<file path="src/rtl/addsub_pkg.sv">
// Shared definitions for the digit-serial add/subtract engine.
package addsub_pkg;

  localparam int unsigned DIGIT_W = 2;

  localparam logic OP_ADD = 1'b0;
  localparam logic OP_SUB = 1'b1;

  typedef enum logic [1:0] {
    IDLE,
    RUN,
    DONE
  } state_e;

  // Width of a counter that indexes n digits; never narrower than one bit.
  function automatic int unsigned cnt_width(input int unsigned n);
    return (n <= 2) ? 1 : $clog2(n);
  endfunction

endpackage

</file>
<file path="src/rtl/digit_addsub_slice.sv">
// Combinational 2-bit add/subtract slice; subtract inverts b and relies on the
// caller to seed the carry with the inverted borrow.
module digit_addsub_slice
  import addsub_pkg::*;
(
  input  logic [DIGIT_W-1:0] a,
  input  logic [DIGIT_W-1:0] b,
  input  logic               c_in,
  input  logic               op,
  output logic [DIGIT_W-1:0] s,
  output logic               c_out
);

  logic [DIGIT_W-1:0] b_eff;

  always_comb begin
    b_eff      = (op == OP_SUB) ? ~b : b;
    {c_out, s} = {1'b0, a} + {1'b0, b_eff} + {{DIGIT_W{1'b0}}, c_in};
  end

endmodule

</file>
<file path="src/rtl/digit_serial_addsub.sv">
// Multi-cycle WIDTH-bit add/subtract, one 2-bit digit per clock through a single slice.
// Optional signed-overflow flag enabled by DIGIT_SERIAL_ADDSUB_OVF_EN.
module digit_serial_addsub
  import addsub_pkg::*;
#(
  parameter int unsigned WIDTH    = 8,
  parameter int unsigned N_DIGITS = WIDTH / 2
) (
  input  logic             clk,
  input  logic             rst_n,
  input  logic             in_valid,
  output logic             in_ready,
  input  logic             op,
  input  logic [WIDTH-1:0] a,
  input  logic [WIDTH-1:0] b,
  input  logic             c_in,
  output logic             out_valid,
  input  logic             out_ready,
  output logic [WIDTH-1:0] s,
  output logic             c_out,
  output logic             ovf
);

  localparam int unsigned      CNT_W = cnt_width(N_DIGITS);
  localparam logic [CNT_W-1:0] LAST  = CNT_W'(N_DIGITS - 1);

  if ((WIDTH < 2) || (WIDTH % 2 != 0) || (N_DIGITS != WIDTH / DIGIT_W)) begin : g_bad_cfg
    $error("digit_serial_addsub: WIDTH must be even and >= 2, N_DIGITS must equal WIDTH/2");
  end

  state_e             state_q, state_d;
  logic [WIDTH-1:0]   a_sr_q, a_sr_d, b_sr_q, b_sr_d, res_q, res_d;
  logic [CNT_W-1:0]   cnt_q, cnt_d;
  logic               op_q, op_d, carry_q, carry_d, c_out_q, c_out_d;
  logic               in_ready_q, in_ready_d, out_valid_q, out_valid_d;
  logic [DIGIT_W-1:0] sum;
  logic               slice_c;
  logic               last_digit;

  digit_addsub_slice u_slice (
    .a    (a_sr_q[DIGIT_W-1:0]),
    .b    (b_sr_q[DIGIT_W-1:0]),
    .c_in (carry_q),
    .op   (op_q),
    .s    (sum),
    .c_out(slice_c)
  );

  assign last_digit = (state_q == RUN) && (cnt_q == LAST);

  always_comb begin
    state_d     = state_q;
    a_sr_d      = a_sr_q;
    b_sr_d      = b_sr_q;
    res_d       = res_q;
    cnt_d       = cnt_q;
    op_d        = op_q;
    carry_d     = carry_q;
    c_out_d     = c_out_q;
    in_ready_d  = in_ready_q;
    out_valid_d = out_valid_q;
    case (state_q)
      IDLE: begin
        if (in_valid && in_ready_q) begin
          a_sr_d     = a;
          b_sr_d     = b;
          op_d       = op;
          carry_d    = (op == OP_SUB) ? ~c_in : c_in;
          cnt_d      = '0;
          in_ready_d = 1'b0;
          state_d    = RUN;
        end
      end
      RUN: begin
        // Digits enter at the top so the LSB digit lands at bit 0 after N_DIGITS shifts.
        a_sr_d  = a_sr_q >> DIGIT_W;
        b_sr_d  = b_sr_q >> DIGIT_W;
        res_d   = (res_q >> DIGIT_W) | (WIDTH'(sum) << (WIDTH - DIGIT_W));
        carry_d = slice_c;
        cnt_d   = cnt_q + CNT_W'(1);
        if (last_digit) begin
          c_out_d     = (op_q == OP_SUB) ? ~slice_c : slice_c;
          out_valid_d = 1'b1;
          state_d     = DONE;
        end
      end
      DONE: begin
        if (out_ready) begin
          out_valid_d = 1'b0;
          in_ready_d  = 1'b1;
          state_d     = IDLE;
        end
      end
      default: begin
        state_d     = IDLE;
        in_ready_d  = 1'b1;
        out_valid_d = 1'b0;
      end
    endcase
  end

  always_ff @(posedge clk or negedge rst_n) begin
    if (!rst_n) begin
      state_q     <= IDLE;
      a_sr_q      <= '0;
      b_sr_q      <= '0;
      res_q       <= '0;
      cnt_q       <= '0;
      op_q        <= OP_ADD;
      carry_q     <= 1'b0;
      c_out_q     <= 1'b0;
      in_ready_q  <= 1'b1;
      out_valid_q <= 1'b0;
    end else begin
      state_q     <= state_d;
      a_sr_q      <= a_sr_d;
      b_sr_q      <= b_sr_d;
      res_q       <= res_d;
      cnt_q       <= cnt_d;
      op_q        <= op_d;
      carry_q     <= carry_d;
      c_out_q     <= c_out_d;
      in_ready_q  <= in_ready_d;
      out_valid_q <= out_valid_d;
    end
  end

  assign in_ready  = in_ready_q;
  assign out_valid = out_valid_q;
  assign s         = res_q;
  assign c_out     = c_out_q;

`ifdef DIGIT_SERIAL_ADDSUB_OVF_EN
  logic ovf_q, ovf_d;
  logic signs_differ;

  // On the last digit the shift registers hold the original operand sign bits.
  always_comb begin
    signs_differ = a_sr_q[DIGIT_W-1] ^ b_sr_q[DIGIT_W-1];
    ovf_d        = ovf_q;
    if (last_digit) begin
      ovf_d = ((op_q == OP_SUB) ? signs_differ : ~signs_differ) &&
              (sum[DIGIT_W-1] != a_sr_q[DIGIT_W-1]);
    end
  end

  always_ff @(posedge clk or negedge rst_n) begin
    if (!rst_n) begin
      ovf_q <= 1'b0;
    end else begin
      ovf_q <= ovf_d;
    end
  end

  assign ovf = ovf_q;
`else
  assign ovf = 1'b0;
`endif

endmodule

</file>
<file path="config.mk">
export PLATFORM = sky130hd
export DESIGN_NAME = digit_serial_addsub
export DESIGN_NICKNAME = d
export VERILOG_FILES = /design/src/rtl/addsub_pkg.sv /design/src/rtl/digit_addsub_slice.sv /design/src/rtl/digit_serial_addsub.sv
export SDC_FILE = /design/constraint.sdc
export NUM_CORES = 1
export LEC_CHECK = 0
export CORE_MARGIN = 4
export CORE_UTILIZATION = 30
export CTS_CLUSTER_SIZE = 25
export DETAILED_ROUTE_END_ITERATION = 16
export DONT_BUFFER_PORTS = 1
export PLACE_DENSITY = 0.51
export SYNTH_ARGS = -nofsm -noshare
export SYNTH_HDL_FRONTEND = slang
export SYNTH_SLANG_ARGS = --single-unit
</file>
<file path="constraint.sdc">
create_clock -name clk -period 2.6 [get_ports clk]
set_input_delay 0.52 -clock clk [delete_from_list [all_inputs] [get_ports clk]]
set_output_delay 0.52 -clock clk [all_outputs]
set_load 0.05 [all_outputs]
</file>
; ---- After elaboration in Yosys (flattened, before gate mapping)
; Index checks and enable logic that the tools add are counted.
[word_totals]
reg_bits = 33
out_inout_bits = 12
wordCells = 56
[op_classes]
addsub = 3
eq_ne = 6
n_mux = 21
bitwise_logic = 6
n_reduce_logical = 10
[op_table]
columns = operator, count
row1 = 8-bit case mux with 2 select lines, 2
row2 = 8-bit two-way mux, 2
row3 = 2-bit two-way mux, 5
row4 = 3-bit AND reduction, 3
row5 = 6-bit by 8-bit OR with 8-bit output, 1
row6 = 1-bit two-way mux, 7
row7 = "2-bit != test, second input constant", 3
row8 = 1-bit case mux with 3 select lines, 2
row9 = 2-bit case mux with 3 select lines, 1
row10 = 2-bit AND reduction, 3
row11 = "2-bit equality test, second input constant", 2
row12 = 1-bit NOT, 4
row13 = 2-bit case mux with 2 select lines, 1
row14 = 2-bit by 2-bit adder with 3-bit output, 1
row15 = 3-bit by 1-bit adder with 3-bit output, 1
row16 = "2-bit by 1-bit adder with 2-bit output, second input constant", 1
row17 = "2-bit by 1-bit equality test with 1-bit output, second input constant", 1
row18 = 1-bit logical AND, 2
row19 = 2-bit zero test, 1
row20 = 2-bit NOT, 1
row21 = 1-bit case mux with 2 select lines, 1
row22 = 2-bit nonzero test, 1

; ---- Depth between registers and ports, before layout
; Gate-level depths: netlist (run 1).
[depth]
depth_word = 6
mapped_depth = 5
depth_no_buf = 5

; ---- Modules after synthesis
; A second synthesis (run 1) with hierarchy kept.
[hier_totals]
hier_cells = 146
hier_area_um2 = 1495.2
[modules_own_cells]
columns = mod, instances, cells_per_inst, area_each_um2
row1 = digit_serial_addsub, 1, 142, 1437.6
row2 = digit_addsub_slice, 1, 4, 57.6

; ---- Worst setup path after synthesis (run 1)
; Ideal clock, no wire load.
[synth_path]
path_type = flip-flop to flip-flop
start = register op_q
end = register c_out_q, in the netlist c_out
setup_ps = 128
arrival_ps = 1755
t_required_ps = 2472
setup_slack_ps = 718
stages_incl_launch_ff = 6
n_path_buf = 0
path_cell_list = dfrtp_1 > xor2_1 > fa_1 > fa_1 > xor2_1 > mux2_1
[synth_via]
elab_chain_cells = 5
[synth_rtl]
columns = item, line
row1 = from (decl), digit_serial_addsub.sv:34  ; logic op_q, op_d, carry_q, carry_d, c_out_q, c_out_d;
row2 = from (signal assigned), digit_serial_addsub.sv:120  ; op_q <= op_d;
row3 = 2-bit two-way mux, digit_addsub_slice.sv:17  ; b_eff = (op == OP_SUB) ? ~b : b;
row4 = 2-bit by 2-bit adder with 3-bit output, digit_addsub_slice.sv:18  ; {c_out, s} = {1'b0, a} + {1'b0, b_eff} + {{DIGIT_W{1'b0}}, c_in};
row5 = 3-bit by 1-bit adder with 3-bit output, digit_addsub_slice.sv:18
row6 = 1-bit NOT, digit_serial_addsub.sv:82  ; c_out_d = (op_q == OP_SUB) ? ~slice_c : slice_c;
row7 = 1-bit two-way mux *, digit_serial_addsub.sv:82
row8 = to (signal assigned), digit_serial_addsub.sv:122  ; c_out_q <= c_out_d;
row9 = to (decl), digit_serial_addsub.sv:34
; Mark *: on every way between the ends. The rest lies on a longest branch, timed or not.
; A chain may end at the register's enable or synchronous reset.

; ---- Worst setup path after layout (run 1)
; Same ends and word-level chain as after synthesis.

==> results of run 1 <==
-- area by class of cell --
type	count	area (um2)	area share, %
well taps	67	83.8	5.07
multi-input cells	102	603	36.5
flip-flops and latches	33	827	50.0
repair buffers	3	35.0	2.12
inverters	1	3.75	0.227
clock buffers	7	96.3	5.82
clock inverters	1	5.00	0.303
-- synthesized netlist by cell type (2+ instances only) --
master / instances / area share (%)
dfrtp_1: 32 / 54
buf_2: 6 / 2.0
mux2i_1: 12 / 8.0
a21oi_1: 2 / 0.67
o21ai_0: 2 / 0.67
o21ai_1: 17 / 5.7
xor2_1: 4 / 2.3
mux2_1: 2 / 1.5
nor2_1: 2 / 0.50
nand2_1: 48 / 12
buf_6: 2 / 1.5
fa_1: 2 / 2.7
-- routing by layer --
metal  vias to the layer above  track usage, %
li1                        478               -
met1                       477            11.2
met2                        19            18.7
met3                         6            5.39
met4                         0            4.72
met5                         -               0
-- critical path: stages (launching register included) --
cell	delay [ns]
dfrtp_1	0.44
xor2_1	0.19
fa_1	0.38
fa_1	0.40
xor2_1	0.16
mux2_1	0.28
-- worst max-delay path by stage --
stage | from | endpoint | slack (ns) | cells after the start
floorplan | op_q | c_out | 0.72 | 5
global placement | op_q | c_out | 0.69 | 5
detailed placement | op_q | c_out | 0.64 | 5
CTS | op_q | c_out | 0.64 | 5
global route | op_q | c_out | 0.56 | 5
finish | op_q | c_out | 0.64 | 5
-- what timing repair did --
action,in CTS,in global routing
hold endpoints to repair,32,0
buffers inserted,0,0
hold buffers,1,0
-- logic make-up (layout without fill, tap and decap cells) --
logic type | count (synthesis) | after routing
AND/OR/NAND/NOR | 55 | 55
AO/OA/AOI/OAI | 25 | 25
buffers and inverters | 11 | 12
adder cells (fa/ha/maj) | 3 | 3
other | 1 | 1
flip-flops | 33 | 33
XOR/XNOR | 4 | 4
multiplexers | 14 | 14
-- registers in the layout, indices dropped and copies added (netlist names) --
register,count
state_q,2
a_sr_q,8
carry_q,1
op_q,1
s,8
in_ready,1
b_sr_q,8
out_valid,1
cnt_q,2
c_out,1
-- metrics by stage --
| step | setup slack (ns) | hold WS, ns | util [%] | cells | power [mW] |
|---|---|---|---|---|---|
| detailed placement | 0.642 | 0.226 | 32.0 | 205 | 1.66 |
| finish | 0.643 | 0.0611 | 34.6 | 214 | 2.07 |
| global route | 0.561 | 0.0462 | 34.6 | 214 | 2.25 |
| CTS | 0.640 | 0.0569 | 34.6 | 214 | 2.11 |
| floorplan | 0.718 | 0.224 | - | 146 | 1.54 |
| global placement | 0.687 | 0.226 | 32.0 | 205 | 1.64 |
-- report_power, final --
group	internal, mW	total (mW)	leakage, nW	switching [mW]
clock network	0.239	0.419	0.0542	0.180
registers	0.717	1.12	0.431	0.403
logic	0.219	0.530	0.261	0.311
-- placed cells by master, fill, tap and decap left out, types with 2 or more instances in the layout --
master,Yosys,layout
nand2_1,48,48
dfrtp_1,32,32
xor2_1,4,4
clkbuf_8,0,7
fa_1,2,2
mux2_1,2,2
mux2i_1,12,12
o21ai_0,2,2
a21oi_1,2,2
o21ai_1,17,17
nor2_1,2,2
buf_4,1,2
==> reports/results.md, run 1 <==
| Parameter | This run | Unit |
| --- | --- | --- |
| Leak pwr | 0.746 | nW |
| Clock skew after layout | 0.00557 | ns |
| Fill cell count | 490 | - |
| Area share of fa/ha/maj cells after synthesis | 3.51 | % |
| Buffer depth of the longest clock path | 2 | - |
| Number of flip-flops and latches in the synthesized netlist | 33 | - |
| Routed length on met2 | 1540 | um |
| Net count of the mapped netlist | 171 | - |
| Layout net count | 171 | - |
| Standard-cell rows | 25 | - |
| Slew margin rel. | 58.0 | % |
| Actual transition at the worst max-transition pin | 0.631 | ns |
| Number of synthesized flops with an enable pin | 0 | - |
| GPL Wtd Cong | 0.761 | - |
| Clock slew at reported path FFs | 0.07 | ns |
| Worst flop-to-flop path endpoint | c_out | - |
| Wl on met1 | 1090 | um |
| Number of buffers added by the clock tree synthesis step | 5 | - |
| Tot GR Track Use | 10.9 | % |
| Count of different cell masters after synthesis | 27 | - |
| Largest family of logic cells by synthesized area | simple AND/OR/NAND/NOR gates | - |
| Core area | 4790 | um2 |
| Reg2Reg Setup Slack | 0.64 | ns |
| Number of endpoints failing setup at the final stage | 0 | - |
| Reg2reg path depth | 5 | - |
| Critical path type | reg -> reg | - |
| Final wirelength | 2910 | um |
| Share of flip-flops with an asynchronous set or reset after synthesis | 100 | % |
| CP Launch Type | flip-flop | - |
| Compound-cell area share of the yosys netlist | 9.29 | % |
| Req. time, crit path | 2.77 | ns |
| Startpoint of the worst register-to-register path | op_q | - |
| Growth of design area from synthesis to finish | 10.6 | % |
| CTS tree | done | - |
| Clk sink count | 33 | - |
| Clock network latency to the later pin of the worst-skew pair | 0.28 | ns |
| Total Neg Setup Slack | 0 | ns |
| Wire length of the first global-routing pass | 5110 | um |
| Result of the run | finished clean | - |
| Global route total overflow | 0 | - |
| Effective utilization at floorplan | 31.2 | % |
| Uppermost layer routed | met4 | - |
| Area of the mapped netlist | 1500 | um2 |
| Count of instances resized after the clock tree is built | 0 | - |
| Share of cell area taken by muxes after synthesis | 9.54 | % |
| Number of top-level pins | 34 | - |
| Drt wl/cell | 13.6 | um |
| Maximum vdd ir drop | 427 | uV |
| Part of the cycle the worst path needs | 75.3 | % |
| Type of destination of the critical path | flip-flop | - |
| Arrival time at the worst endpoint | 2.12 | ns |
| H-tree depth | 2 | - |
| Max-slew violation total from the final report | 0 | - |
| Post-Place Cell Area | 1530 | um2 |
| PD cells | 1250 | nW/um2 |
| Half-perimeter wire length after placement | 2040 | um |
| Synthesized area per cell | 10.2 | um2 |
| Die W | 78.6 | um |
| Total number of yosys warnings | 0 | - |
| Total die area | 6180 | um2 |
| Number of iterations in the first detailed-routing pass | 4 | - |
| Vias | 980 | - |
| Average via count per standard cell | 4.58 | - |
| Clock root buffer | clkbuf_8 | - |
| Die outline height | 78.6 | um |
| Number of global-route vias before repair | 1032 | - |
| Largest net degree at the start of global routing | 33 | - |
| Post-Syn Instances | 146 | - |
| Final non-filler cell area | 1650 | um2 |
| Fin. Hold Viols | 0 | - |
| Maximum net fanout on the critical path | 4 | - |
| Count of input and output buffers | 0 | - |
| Register area share after synthesis | 55.3 | % |
| Antenna Diode Count | 0 | - |
| Ratio of cells with drive above 1 in the final layout | 8.84 | % |
| Type of the tightest min-delay check | in -> async | - |
| Setup repair after global routing missed its margin | false | - |
| Shortest period the worst path allows | 1.96 | ns |
| Synth Area in XOR/XNOR | 2.34 | % |
| Maximum clock frequency | 511 | MHz |
| Basic-gate share of the synthesized area counting and, or, nand and nor cells | 15.2 | % |
| Number of design rule violations left after detail routing | 0 | - |
| Antenna violations before repair | 0 | - |
| Number of DRC markers in iteration 0 | 37 | - |
| Commonest register cell after synthesis | dfrtp_1 | - |
| Max-capacitance violation count | 0 | - |
| Number of antenna-violating nets in the routed design | 0 | - |
| Amount of wire on met3 after detailed routing | 211 | um |
Note: power is estimated with default switching activity, not from simulation.
==> inputs of run 2 (changes only) <==
--- a/config.mk
+++ b/config.mk
@@ -5,6 +5,7 @@
 export SDC_FILE = /design/constraint.sdc
 export NUM_CORES = 1
 export LEC_CHECK = 0
+export ABC_AREA = 1
 export CORE_MARGIN = 4
 export CORE_UTILIZATION = 30
 export CTS_CLUSTER_SIZE = 25
==> constraint.sdc (replaced) <==
create_clock -name clk -period 1.83 [get_ports clk]
set_input_delay 0.366 -clock clk [delete_from_list [all_inputs] [get_ports clk]]
set_output_delay 0.366 -clock clk [all_outputs]
set_load 0.05 [all_outputs]
==> run 2 against run 1 <==
Net effect:
- via count rose by 22%
- maximum frequency up 15%
- wire length rose by 15%
- clock skew increased by 0.0016 ns
- final area is 5.7% higher
- critical path type unchanged
- critical endpoint is now s[7]
- largest cell class unchanged
==> reports/results.md, run 2 <==
| Parameter | This run | Unit | vs previous |
| --- | --- | --- | --- |
| Die outline height | 81.0 | um | +3.0% |
| Number of design rule violations left after detail routing | 0 | - | unchanged |
| Wire length of the first global-routing pass | 5620 | um | +10% |
| Startpoint of the worst register-to-register path | op_q | - |  |
| Clk sink count | 33 | - | unchanged |
| Final wirelength | 3350 | um | +15% |
| Maximum vdd ir drop | 595 | uV | +39% |
| Commonest register cell after synthesis | dfrtp_1 | - |  |
| Number of iterations in the first detailed-routing pass | 4 | - | unchanged |
| Hold Crit Endpoint | a_sr_q[7] | - |  |
| Clock skew after layout | 0.00714 | ns | +0.00158 ns |
| Count of input and output buffers | 0 | - | unchanged |
| Max-capacitance violation count | 0 | - | unchanged |
| Synthesized area per cell | 8.24 | um2 | -20% |
| Largest net degree at the start of global routing | 34 | - | +3.0% |
| Total number of yosys warnings | 0 | - | unchanged |
| Buffer depth of the longest clock path | 2 | - | unchanged |
| Fin. Hold Viols | 0 | - | unchanged |
| Type of the tightest min-delay check | in -> reg | - |  |
| Synth top area cells | dfrtp_1, nand2_1, nand3_1, o21ai_0, buf_4 | - |  |
| Leak pwr | 0.935 | nW | +25% |
| Standard-cell rows | 26 | - | +4.0% |
| Leading cell type in the layout, fill and taps excluded | nand2_1 | - |  |
| Filler-free cell count of the finished design | 269 | - | +26% |
| Portion of total power attributed to the clock network | 14.9 | % | -5.3 points |
| Total Neg Setup Slack | 0 | ns | unchanged |
| Maximum net fanout on the critical path | 4 | - | unchanged |
| Average via count per standard cell | 4.43 | - | -3.2% |
| Result of the run | finished clean | - |  |
| CP Launch Type | flip-flop | - |  |
| Setup repair after global routing missed its margin | false | - |  |
| H-tree depth | 2 | - | unchanged |
| Type of destination of the critical path | flip-flop | - |  |
| Die W | 81.0 | um | +3.0% |
| Global route total overflow | 0 | - | unchanged |
| Reg2Reg Setup Slack | 0.12 | ns | -0.52 ns |
| Clock network latency to the later pin of the worst-skew pair | 0.28 | ns | about the same |
| Core area | 5140 | um2 | +7.4% |
| Clock root buffer | clkbuf_8 | - |  |
| Reg2reg path depth | 5 | - | unchanged |
| Half-perimeter wire length after placement | 2320 | um | +14% |
| Worst flop-to-flop path endpoint | s[7] | - |  |
| Tot GR Track Use | 11.3 | % | +0.41 points |
| Number of antenna-violating nets in the routed design | 0 | - | unchanged |
| Final non-filler cell area | 1750 | um2 | +5.7% |
| Antenna violations before repair | 0 | - | unchanged |
| Share of flip-flops with an asynchronous set or reset after synthesis | 100 | % | unchanged |
| Antenna Diode Count | 0 | - | unchanged |
| Number of synthesized flops with an enable pin | 0 | - | unchanged |
| Register area share after synthesis | 51.8 | % | -3.6 points |
| Cell type with the highest aggregate area in the netlist | dfrtp_1 | - |  |
| Maximum clock frequency | 585 | MHz | +15% |
| PD cells | 2000 | nW/um2 | +60% |
| Ratio of cells with drive above 1 in the final layout | 10.6 | % | +1.7 points |
| Drt wl/cell | 12.5 | um | -8.3% |
| Beginning of the worst hold path | a[7] | - |  |
| Area of the mapped netlist | 1600 | um2 | +6.9% |
| Effective utilization at floorplan | 31.1 | % | -0.16 points |
| Shortest period the worst path allows | 1.71 | ns | -0.249 ns |
| Proportion of netlist area held by the largest area contributor | 50.1 | % | -3.4 points |
| Net switching share of the total power | 47.8 | % | +4.6 points |
| Top cell types by occurrence after synthesis | nand2_1, dfrtp_1, nand3_1 | - |  |
| Count of different cell masters after synthesis | 19 | - | -30% |
| Net switching power of the design | 1.67 | mW | +87% |
| Internal power of the cells | 1.82 | mW | +55% |
| Clock slew at reported path FFs | 0.07 | ns | about the same |
| Req. time, crit path | 2.05 | ns | -0.72 ns |
| Worst slack, placed | 0.0719 | ns | -0.570 ns |
| Count leader, synth | nand2_1 | - |  |
| Number of global-route vias before repair | 1202 | - | +16% |
| Number of buffers added by the clock tree synthesis step | 5 | - | unchanged |
| Actual transition at the worst max-transition pin | 0.509 | ns | -0.122 ns |
| Slew margin rel. | 66.1 | % | +8.1 points |
| Share of total power in combinational logic | 38.6 | % | +13 points |
| Number of endpoints failing setup at the final stage | 0 | - | unchanged |
| Register share of total power | 46.5 | % | -7.6 points |
| Total instance count after detailed placement | 259 | - | +26% |
| Commonest non-fill, non-tap cells in the layout | nand2_1, dfrtp_1, nand3_1 | - |  |
| Vias | 1192 | - | +22% |
| Worst hold path depth | 2 | - |  |
| Arrival time at the worst endpoint | 1.93 | ns | -0.19 ns |
| Critical path type | reg -> reg | - |  |
| Number of DRC markers in iteration 0 | 33 | - | -11% |
| Post-Syn Instances | 194 | - | +33% |
| Final critical-path setup slack | 0.122 | ns | -0.521 ns |
| Layout net count | 223 | - | +30% |
| Total die area | 6560 | um2 | +6.2% |
| Number of flip-flops and latches in the synthesized netlist | 33 | - | unchanged |
| Net count of the mapped netlist | 219 | - | +28% |
| GPL Wtd Cong | 0.726 | - | -4.6% |
| Growth of design area from synthesis to finish | 9.40 | % |  |
| Fill cell count | 567 | - | +16% |
| Part of the cycle the worst path needs | 93.3 | % | +18 points |
| Max-slew violation total from the final report | 0 | - | unchanged |
| Post-Place Cell Area | 1630 | um2 | +6.5% |
| CTS tree | done | - |  |
| Number of top-level pins | 34 | - | unchanged |
run 2: cell type report:
cell class                      count  area [um2]  share of cell area (%)
Clock inverter                      2        10.0                   0.573
Sequential cell                    33         827                    47.3
Timing Repair Buffer                7        67.6                    3.87
Clock buffer                        6        72.6                    4.15
Multi-Input combinational cell    144         657                    37.6
Inverter                            7        26.3                    1.50
Tap cell                           70        87.6                    5.01
run 2: per-layer routing:
layer	global-route usage, %	vias up	part of all wire (%)
met2	16.9	32	41
met3	5.10	5	9.4
met4	5.07	0	1.8
li1	-	607	-
met5	0	-	0
met1	14.0	548	47
run 2: repair_timing:
| item | 4_1_cts | 5_1_grt |
|---|---|---|
| buffers inserted | 0 | 0 |
| resized for setup | 0 | 2 |
| hold buffers | 2 | 0 |
| endpoints found under the hold margin | 33 | 0 |
| setup endpoints to repair | 0 | 1 |
run 2: how the worst max path moves through the flow:
stage,start,end,slack (ns)
after global placement,op_q,c_out,0.09
after CTS,op_q,c_out,0.03
final,op_q,s[7],0.12
after detailed placement,op_q,c_out,0.07
after global routing,op_q,s[7],0.04
after floorplan,op_q,c_out,0.15
run 2: per-stage QoR:
step	util, %	hold slack, ns	power, mW
after detailed placement	31.8	0.0712	2.98
after floorplan	-	0.0704	2.79
final	34.0	0.202	3.49
after CTS	34.0	0.194	3.54
after global placement	31.8	0.0711	2.96
after global routing	34.0	0.203	3.83
run 2: kinds of logic (layout without fill, tap and decap cells):
logic type | after synthesis | after routing | share of synthesized area [%]
flops | 33 | 33 | 51.8
xor+xnor | 3 | 3 | 1.64
compound gates | 10 | 10 | 3.13
simple gates | 127 | 127 | 32.7
buf+inv | 17 | 22 | 7.28
other cells | 1 | 1 | 0.235
fa+ha+maj | 3 | 3 | 3.29
run 2: critical path, cell delays in order (launching register included):
cell	delay (ns)
dfrtp_1	0.43
xor2_1	0.19
fa_1	0.38
fa_2	0.53
nand2_1	0.05
nand2_1	0.07
run 2: power groups by stage:
stage	sequential (mW)	combinational (mW)	clock (mW)
final	1.62	1.35	0.521
after floorplan	1.63	1.15	0
after global placement	1.64	1.32	0
after global routing	1.68	1.58	0.569
after detailed placement	1.64	1.34	0
after CTS	1.63	1.37	0.545
